--- config.mk ---
export PLATFORM = sky130hd
export DESIGN_NAME = dralm_pipe_flat
export DESIGN_NICKNAME = d
export VERILOG_FILES = /design/src/rtl/dralm_if.sv /design/src/rtl/dralm_pipe.sv /design/src/flat_wrapper.sv
export SDC_FILE = /design/constraint.sdc
export NUM_CORES = 1
export LEC_CHECK = 0
export CAP_MARGIN = 20
export CORE_MARGIN = 1
export CORE_UTILIZATION = 40
export CTS_CLUSTER_DIAMETER = 100
export DETAILED_ROUTE_END_ITERATION = 12
export DONT_BUFFER_PORTS = 1
export HOLD_SLACK_MARGIN = 0.1
export PLACE_DENSITY = 0.53
export SLEW_MARGIN = 10
export SYNTH_ARGS = -nofsm -noshare
export SYNTH_HDL_FRONTEND = slang
export SYNTH_SLANG_ARGS = --single-unit
export TNS_END_PERCENT = 10
--- constraint.sdc ---
create_clock -name clk_i -period 2.1 [get_ports clk_i]
set_clock_uncertainty 0.15 [all_clocks]
set_input_delay 0.525 -clock clk_i [delete_from_list [all_inputs] [get_ports clk_i]]
set_output_delay 0.525 -clock clk_i [all_outputs]
set_load 0.1 [all_outputs]
--- src/rtl/dralm_if.sv ---
// Stream interface for the DRALM pipelined multiplier.
// Carries the input operand handshake (valid/ready, mode, x, y) and the
// output product handshake (valid/ready, p).
//   master : drives operands and out_ready_i, observes ready/valid/product
//   slave  : the multiplier side
interface dralm_if #(
    parameter int unsigned N = 16
) ();
    logic           in_valid_i;
    logic           in_ready_o;
    logic           in_signed_i;
    logic [N-1:0]   x_i;
    logic [N-1:0]   y_i;
    logic           out_valid_o;
    logic           out_ready_i;
    logic [2*N-1:0] p_o;

    modport master (
        output in_valid_i,
        output in_signed_i,
        output x_i,
        output y_i,
        output out_ready_i,
        input  in_ready_o,
        input  out_valid_o,
        input  p_o
    );

    modport slave (
        input  in_valid_i,
        input  in_signed_i,
        input  x_i,
        input  y_i,
        input  out_ready_i,
        output in_ready_o,
        output out_valid_o,
        output p_o
    );
endinterface

--- src/rtl/dralm_pipe.sv ---
// Pipelined dynamic-range approximate logarithmic multiplier (DRALM).
// Three register stages: log conversion, log-domain add, antilog + sign.
// Whole pipe advances together when the output slot is free or being taken;
// bubbles are kept, so latency is exactly three advancing cycles.
// Ports:
//   clk_i   - clock, rising edge
//   rst_ni  - asynchronous active-low reset
//   bus     - dralm_if slave: in_valid_i/in_ready_o/in_signed_i/x_i/y_i,
//             out_valid_o/out_ready_i/p_o (2N-bit approximate product)
module dralm_pipe #(
    parameter int unsigned N = 16,
    parameter int unsigned W = 5
) (
    input logic    clk_i,
    input logic    rst_ni,
    dralm_if.slave bus
);
    localparam int unsigned LOGN = $clog2(N);
    localparam int unsigned OPW  = LOGN + W - 1;   // {k, frac}
    localparam int unsigned LW   = OPW + 1;        // compensated log sum
    localparam int unsigned KPW  = LW - (W - 1);   // product characteristic
    localparam int unsigned PW   = 2 * N;          // product width
    localparam int unsigned MW   = PW + W - 1;     // lossless antilog shift

    // Position of the most significant set bit; 0 for an all-zero input.
    function automatic logic [LOGN-1:0] lead_one(input logic [N-1:0] a);
        logic [LOGN-1:0] k;
        k = '0;
        for (int unsigned i = 0; i < N; i++) begin
            if (a[i]) k = LOGN'(i);
        end
        return k;
    endfunction

    logic en_c;

    logic           s1_valid_q;
    logic [OPW-1:0] s1_op_x_q;
    logic [OPW-1:0] s1_op_y_q;
    logic           s1_sign_q;
    logic           s1_zero_q;

    logic           s2_valid_q;
    logic [LW-1:0]  s2_l_q;
    logic           s2_sign_q;
    logic           s2_zero_q;

    logic           out_valid_q;
    logic [PW-1:0]  p_q;

    // Whole pipe moves when the output register is empty or being drained.
    assign en_c           = bus.out_ready_i | ~out_valid_q;
    assign bus.in_ready_o = en_c;
    assign bus.out_valid_o = out_valid_q;
    assign bus.p_o        = p_q;

    // Stage 1: ones-complement magnitude, leading-one, truncated mantissa.
    logic            s_x_c, s_y_c;
    logic [N-1:0]    abs_x_c, abs_y_c;
    logic [N-1:0]    nrm_x_c, nrm_y_c;
    logic [LOGN-1:0] k_x_c, k_y_c;
    logic [OPW-1:0]  op_x_c, op_y_c;
    logic            zero_c;

    always_comb begin
        s_x_c   = bus.in_signed_i & bus.x_i[N-1];
        s_y_c   = bus.in_signed_i & bus.y_i[N-1];
        abs_x_c = bus.x_i ^ {N{s_x_c}};
        abs_y_c = bus.y_i ^ {N{s_y_c}};
        k_x_c   = lead_one(abs_x_c);
        k_y_c   = lead_one(abs_y_c);
        // Normalise so the leading one sits at bit N-1; the next W-1 bits
        // are the mantissa fraction.
        nrm_x_c = abs_x_c << (LOGN'(N - 1) - k_x_c);
        nrm_y_c = abs_y_c << (LOGN'(N - 1) - k_y_c);
        op_x_c  = {k_x_c, nrm_x_c[N-2:N-W]};
        op_y_c  = {k_y_c, nrm_y_c[N-2:N-W]};
        zero_c  = (bus.x_i == '0) | (bus.y_i == '0);
    end

    // Stage 2: halved log sum plus one, LSB forced high for range compensation.
    logic [OPW-1:0] sum_c;
    logic [LW-1:0]  l_c;

    always_comb begin
        sum_c = OPW'(s1_op_x_q[OPW-1:1]) + OPW'(s1_op_y_q[OPW-1:1]) + OPW'(1);
        l_c   = {sum_c, 1'b1};
    end

    // Stage 3: antilog by shifting the restored mantissa, then apply sign.
    logic [KPW-1:0] kp_c;
    logic [W-1:0]   mp_c;
    logic [MW-1:0]  wide_c;
    logic [PW-1:0]  mag_c;
    logic [PW-1:0]  res_c;

    always_comb begin
        kp_c   = s2_l_q[LW-1:W-1];
        mp_c   = {1'b1, s2_l_q[W-2:0]};
        wide_c = MW'(mp_c) << kp_c;
        mag_c  = wide_c[MW-1:W-1];
        res_c  = s2_zero_q ? '0 : (mag_c ^ {PW{s2_sign_q}});
    end

    // Bits that are intentionally discarded by truncation.
    logic unused_bits;
    assign unused_bits = ^{nrm_x_c, nrm_y_c, wide_c, s1_op_x_q[0], s1_op_y_q[0]};

    // Pipeline registers: shift together on en_c, hold otherwise.
    always_ff @(posedge clk_i or negedge rst_ni) begin
        if (!rst_ni) begin
            s1_valid_q  <= 1'b0;
            s1_op_x_q   <= '0;
            s1_op_y_q   <= '0;
            s1_sign_q   <= 1'b0;
            s1_zero_q   <= 1'b0;
            s2_valid_q  <= 1'b0;
            s2_l_q      <= '0;
            s2_sign_q   <= 1'b0;
            s2_zero_q   <= 1'b0;
            out_valid_q <= 1'b0;
            p_q         <= '0;
        end else if (en_c) begin
            s1_valid_q  <= bus.in_valid_i;
            s1_op_x_q   <= op_x_c;
            s1_op_y_q   <= op_y_c;
            s1_sign_q   <= s_x_c ^ s_y_c;
            s1_zero_q   <= zero_c;
            s2_valid_q  <= s1_valid_q;
            s2_l_q      <= l_c;
            s2_sign_q   <= s1_sign_q;
            s2_zero_q   <= s1_zero_q;
            out_valid_q <= s2_valid_q;
            p_q         <= res_c;
        end
    end
endmodule

--- src/flat_wrapper.sv ---
// flat-port wrapper written by rule: the top's interface ports become plain ports
module dralm_pipe_flat 
#(
    parameter int unsigned N = 16,
    parameter int unsigned W = 5
)
  (clk_i, rst_ni, bus_in_valid_i, bus_in_signed_i, bus_x_i, bus_y_i, bus_out_ready_i, bus_in_ready_o, bus_out_valid_o, bus_p_o);
  dralm_if #(.N(N)) bus_i ();
  input logic clk_i;
  input logic rst_ni;
  input wire logic [$bits(bus_i.in_valid_i)-1:0] bus_in_valid_i;
  input wire logic [$bits(bus_i.in_signed_i)-1:0] bus_in_signed_i;
  input wire logic [$bits(bus_i.x_i)-1:0] bus_x_i;
  input wire logic [$bits(bus_i.y_i)-1:0] bus_y_i;
  input wire logic [$bits(bus_i.out_ready_i)-1:0] bus_out_ready_i;
  output wire logic [$bits(bus_i.in_ready_o)-1:0] bus_in_ready_o;
  output wire logic [$bits(bus_i.out_valid_o)-1:0] bus_out_valid_o;
  output wire logic [$bits(bus_i.p_o)-1:0] bus_p_o;
  assign bus_i.in_valid_i = bus_in_valid_i;
  assign bus_i.in_signed_i = bus_in_signed_i;
  assign bus_i.x_i = bus_x_i;
  assign bus_i.y_i = bus_y_i;
  assign bus_i.out_ready_i = bus_out_ready_i;
  assign bus_in_ready_o = bus_i.in_ready_o;
  assign bus_out_valid_o = bus_i.out_valid_o;
  assign bus_p_o = bus_i.p_o;
  dralm_pipe #(.N(N), .W(W)) u_core (.clk_i(clk_i), .rst_ni(rst_ni), .bus(bus_i));
endmodule
After elaboration in Yosys (flattened, before gate mapping)
Index checks and enable logic that the tools add are counted.
{ "op_classes": {"reduce_logical": 2, "add_sub_neg": 4, "bitwise_logic": 9, "shift": 3, "muxes": 31} }
{ "op_table": {"columns": ["operator", "count"], "rows": [
  ["4-bit two-way mux", 22],
  ["5-bit by 5-bit left shift with 36-bit output", 1],
  ["16-bit zero test", 2],
  ["32-bit two-way mux", 1],
  ["16-bit by 4-bit left shift with 15-bit output", 2],
  ["16-bit bitwise XOR", 2],
  ["32-bit bitwise XOR", 1],
  ["3-bit two-way mux", 4],
  ["7-bit by 7-bit adder with 8-bit output", 1],
  ["8-bit by 1-bit adder with 8-bit output, second input constant", 1],
  ["4-bit subtractor, first input constant", 2],
  ["2-bit two-way mux", 2],
  ["1-bit bitwise AND", 2],
  ["1-bit two-way mux", 2],
  ["1-bit OR", 2],
  ["1-bit NOT", 1],
  ["1-bit bitwise XOR", 1]
]} }
{ "totals": {"regBits": 64, "in_bits": 37, "out_inout_bits": 34, "word_cells": 60} }

Logic depth before layout (Yosys ltp)
{ "logic_depth": {"depth_word": 19, "mapped_depth": 14, "ltp_nobuf": 11} }

Worst setup path after synthesis
Ideal clock, no wire load.
{ "synth_timing": {"path_type": "register -> output", "startpoint": "register u_core.out_valid_q (netlist: u_core.bus.out_valid_o)", "endpoint": "output port bus_in_ready_o", "path_stages_with_launch": 5, "path_buffers": 2, "t_arrival_ns": 2.315, "slack_ns": -0.890, "cell_sequence": "dfrtp_1 nor2b_1 clkbuf_1 inv_1 clkbuf_1"} }
{ "synth_between": {"elab_chain_cells": 2} }
{ "synth_rtl": {"columns": ["element", "line", "rtl"], "rows": [
  ["from (decl)", "dralm_pipe.sv:48", "logic out_valid_q;"],
  ["from (signal assigned)", "dralm_pipe.sv:133", "out_valid_q <= s2_valid_q;"],
  ["1-bit NOT", "dralm_pipe.sv:52", "assign en_c = bus.out_ready_i | ~out_valid_q;"],
  ["1-bit OR", "dralm_pipe.sv:52", null],
  ["to (decl)", "flat_wrapper.sv:16", "output wire logic [$bits(bus_i.in_ready_o)-1:0] bus_in_ready_o;"]
]} }
No other way between the ends.

Worst setup path after layout
{ "layout_timing": {"startpoint": "input port bus_x_i[15]", "endpoint": "register u_core.s1_op_x_q[1]"} }
{ "layout_between": {"elab_chain_cells": 19} }
{ "layout_rtl": {"columns": ["element", "line", "rtl"], "rows": [
  ["from (decl)", "flat_wrapper.sv:13", "input wire logic [$bits(bus_i.x_i)-1:0] bus_x_i;"],
  ["1-bit bitwise AND", "dralm_pipe.sv:66", "s_x_c = bus.in_signed_i & bus.x_i[N-1];"],
  ["16-bit bitwise XOR (*)", "dralm_pipe.sv:68", "abs_x_c = bus.x_i ^ {N{s_x_c}};"],
  ["1-bit two-way mux", "dralm_pipe.sv:30", "if (a[i]) k = LOGN'(i);"],
  ["4-bit two-way mux (14 in series)", "dralm_pipe.sv:30", null],
  ["4-bit subtractor", "dralm_pipe.sv:74", "nrm_x_c = abs_x_c << (LOGN'(N - 1) - k_x_c);"],
  ["16-bit by 4-bit left shift with 15-bit output (*)", "dralm_pipe.sv:74", null],
  ["to (signal assigned)", "dralm_pipe.sv:125", "s1_op_x_q <= op_x_c;"],
  ["to (decl)", "dralm_pipe.sv:38", "logic [OPW-1:0] s1_op_x_q;"]
]} }
Mark *: on every way between the ends. The rest lies on a longest branch, timed or not.
A chain may end at the register's enable or synchronous reset.

==> Flow_metrics.wiki <==
{| class="wikitable"
! Metric !! Value
|-
| Type of origin of the critical path || primary input
|-
| Leak pwr || between 2 and 3 nW
|-
| Total global routing overflow || 0
|-
| Area used by multi-input combinational logic || roughly 3500 um2
|-
| Nets@finish || approximately 800
|-
| Top flip-flop cell by instance count after synthesis || dfrtp_1
|-
| Register-to-Register Setup Slack || around 0.04 ns
|-
| Cells after synthesis || ~700
|-
| Via-to-Cell Ratio || 5.46
|-
| Final GP Congestion || roughly 0.9
|-
| Clk Latency, worst-skew pair || roughly 0.33 ns
|-
| Max VDD drop || 0.562 mV
|-
| Area inside the core boundary || between 10000 and 15000 um2
|-
| Worst setup path category || in -> reg
|-
| Post-Route WL || between 10 and 15 mm
|-
| Ys Warns || 0
|-
| Sort of element at the end of the critical path || register
|-
| Average routed wire per standard cell || around 15 um
|-
| Net count of the mapped netlist || 740
|-
| Final Slew Violations || 0
|-
| Clock-pin transition on the worst setup and hold timing paths || approximately 0.05 ns
|-
| # port buffers || 0
|-
| Number of setup violations in the final report || 6
|-
| Residual DRC count || 0
|-
| Delay contributed by the slowest stage of the critical path || about 0.4 ns
|-
| H-tree level count || 3
|-
| Highest attainable clock frequency || 383 MHz
|-
| Sequential area share after synthesis || 29.1%
|-
| Number of detailed-routing iterations run before antenna repair || 5
|-
| Number of max-cap violations || 0
|-
| Number of distinct library cell variants in the gate-level netlist after synthesis || 72
|-
| Vias in the first global route || 4929
|-
| Global-route wire length before repair || roughly 24 mm
|-
| Logic depth of the worst register-to-register path || 11
|-
| Pin count of the biggest net entering global routing || 63
|-
| Final worst-path cycle share || 124%
|-
| Post-layout minimum cycle time || roughly 2.6 ns
|-
| Starting utilization of the core area || a little over two fifths
|-
| Area share of the leading cell type in the synthesized netlist || slightly below 30%
|-
| Combined global-route utilization of all metal layers || a little over a fifth
|-
| Normalized max-slew margin || between 60% and 70%
|-
| Total power per unit cell area || ~1300 nW/um2
|-
| Clock Sink Count || just over 60
|-
| Die boundary height || about 120 um
|-
| Hold Fails Final Rpt || 62
|-
| Peak fanout along the critical path || 8
|-
| CTS tree || built
|-
| Cell area after synthesis || between 5000 and 6000 um2
|-
| Status || complete, but fails checks
|-
| Number of instances in the placed design || 915
|-
| Count of vias placed by the detailed router || roughly 5.1k
|-
| Final HPWL from detailed placement || between 10 and 15 mm
|-
| Num CTS Buffers || 9
|-
| I/O pins || just over 70
|-
| Number of synthesized flops with an enable pin || 0
|-
| Final standard cell utilization of the core || 51.2%
|-
| Root Buffer || clkbuf_16
|-
| Min-delay worst type || in -> async
|-
| Total number of placement rows || between 40 and 50
|-
| Required time at the worst-slack endpoint || roughly 2.1 ns
|-
| Post-synthesis register bit count || a little over 60
|-
| Post-Layout Cell Count || between 900 and 1k
|-
| Crit path setup slack, layout || -0.513 ns
|-
| Startpoint of the worst-slack reg-to-reg timing path || u_core.s1_op_x_q[1]
|-
| Number of buffers on the longest clock path || 2
|-
| Total Die Area || between 10000 and 15000 um2
|-
| Die X-Extent || between 100 and 150 um
|-
| ANT nets after route || 0
|-
| Sequential Area || between 1500 and 2000 um2
|-
| Share of synthesized flip-flops with an asynchronous set or reset || between 90% and 100%
|-
| Slowest library cell on the worst path || or4_4
|-
| Number of antenna violations at the first check in global routing || 0
|-
| Endpoint of the most critical register-to-register path || u_core.s2_l_q[7]
|-
| Slew at the pin with the worst max-slew slack || between 0.5 and 0.6 ns
|-
| Diodes inserted || 0
|-
| Post-synthesis cell type with the largest combined area || dfrtp_1
|-
| Mapped Avg Cell Area || 7.68 um2
|-
| Violations in the final reports || negative hold slack, negative setup slack
|-
| Worst-case hold slack || -0.259 ns
|-
| Number of DRC markers in iteration 0 || 251
|-
| Layout-stage area growth over the synthesis result || 23.0%
|-
| CP cell instances || and2_4 -> or4_4 -> a32oi_1 -> a211o_1 -> nand3_2 -> a32o_2 -> mux2i_2 -> nor3b_2 -> o31ai_1 -> a41oi_1
|-
| Share of cells above drive strength 1 || between 20% and 30%
|-
| Signal arrival time at the worst endpoint || between 2 and 3 ns
|-
| Filler instances || about 1.3k
|-
| Cell types occupying the most area after synthesis || dfrtp_1 (29%), nand2_1 (8.1%), mux2i_1 (7.7%)
|-
| Setup repair after global routing missed its margin || yes
|}
==> synthesized netlist by cell type, drive strengths merged (4+ instances only) <==
master,instances
o311ai,5
and3,4
dfrtp,62
and2,8
or3,6
nor2,55
o21ai,66
inv,17
o31ai,5
nor3,12
o41ai,4
nor4,9
mux2i,42
nor2b,14
nand2b,17
a31oi,12
a21oi,33
nand4,7
nand3,19
xnor2,32
nand2,116
xor2,17
buf,23
a211o,6
clkbuf,39
ha,7
==> layout make-up <==
type,instances,area share [%]
Clock buffer,14,4.33
Clock inverter,2,0.572
Inverter,17,0.972
Multi-Input combinational cell,554,54.0
Sequential cell,62,23.7
Tap cell,172,3.28
Timing Repair Buffer,112,13.2
==> what timing repair did <==
| action | in CTS | in global routing |
|---|---|---|
| hold endpoints to repair | 62 | 62 |
| setup buffers | 0 | 2 |
| pin swaps | 2 | 9 |
| setup endpoints to repair | 8 | 15 |
| gates resized for setup | 6 | 19 |
==> layer usage <==
layer / GRT usage, % / wire (um)
met5: 0 / 0
met4: 6.49 / 212
met3: 3.15 / 502
met2: 37.7 / 7210
met1: 25.9 / 6460
==> critical path, delay by kind of cell <==
| family | cells | cell delay (ns) |
|---|---|---|
| compound gates | 5 | 1.10 |
| mux | 1 | 0.19 |
| simple gates | 4 | 0.82 |
==> metrics by stage <==
step | worst slack [ns] | total power, W | area, um2 | setup TNS (ns) | hold WS [ns]
final | -0.513 | 0.00836 | 6560 | -2.64 | -0.259
after global routing | -0.620 | 0.00889 | 6560 | -3.56 | -0.273
after CTS | -0.496 | 0.00840 | 6490 | -2.54 | -0.266
after detailed placement | -0.916 | 0.00680 | 6150 | -6.36 | 0.0808
after global placement | -0.851 | 0.00676 | 6150 | -6.13 | 0.0812
after floorplan | -0.743 | 0.00565 | 5410 | -14.45 | 0.0794
==> how the worst max path moves through the flow <==
stage | startpoint | endpoint | slack [ns]
2_1_floorplan | bus_x_i[15] | u_core.s1_op_x_q[2] | -0.74
3_3_place_gp | bus_y_i[9] | u_core.s1_op_y_q[3] | -0.85
3_5_place_dp | bus_y_i[9] | u_core.s1_op_y_q[3] | -0.92
4_1_cts | bus_x_i[15] | u_core.s1_op_x_q[1] | -0.50
5_1_grt | bus_y_i[15] | u_core.s1_op_y_q[1] | -0.62
6_report | bus_x_i[15] | u_core.s1_op_x_q[1] | -0.51
==> power breakdown <==
group | leakage, nW | total (W) | internal [W] | switching (W)
clock network | 0.155 | 0.00155 | 0.00105 | 0.000505
registers | 0.754 | 0.00186 | 0.00161 | 0.000252
logic | 1.90 | 0.00495 | 0.00153 | 0.00342
total | 2.81 | 0.00836 | 0.00419 | 0.00418
==> registers in the layout, summed over array words and instances, names as in the netlist, 7 cells and up <==
| register | cells |
|---|---|
| u_core.s1_op_x_q | 7 |
| u_core.s2_l_q | 9 |
| u_core.bus.p_o | 32 |
| u_core.s1_op_y_q | 7 |
==> cell usage in the layout, fill, tap and decap left out, types with 3 or more instances in the layout <==
master	instances
o41ai_1	4
a211o_1	6
ha_1	7
nor2_1	53
clkbuf_16	9
nand4_1	7
a21oi_1	31
o211a_1	3
o31ai_1	5
xnor2_1	32
o21ai_1	6
o211ai_1	3
nor3_2	3
or3_1	6
inv_1	15
xor2_1	17
and2_1	6
o221ai_1	3
o21ai_0	58
mux2i_2	4
nor2b_1	12
o311ai_0	3
nand2b_1	17
mux2_2	3
nand3_1	18
and3_1	4
mux2i_1	37
nor4_1	9
nor3_1	9
clkbuf_8	4
buf_4	110
nand3b_1	3
a31oi_1	10
dfrtp_1	61
nand2_1	115
==> cell families after synthesis <==
kind of cell | synth area share (%)
buffers and inverters | 6.59
AND/OR/NAND/NOR | 24.3
multiplexers | 8.75
AO/OA/AOI/OAI | 21.2
flip-flops | 29.1
XOR/XNOR | 8.04
adder cells (fa/ha/maj) | 2.02
(Power assumes the default switching activity.)
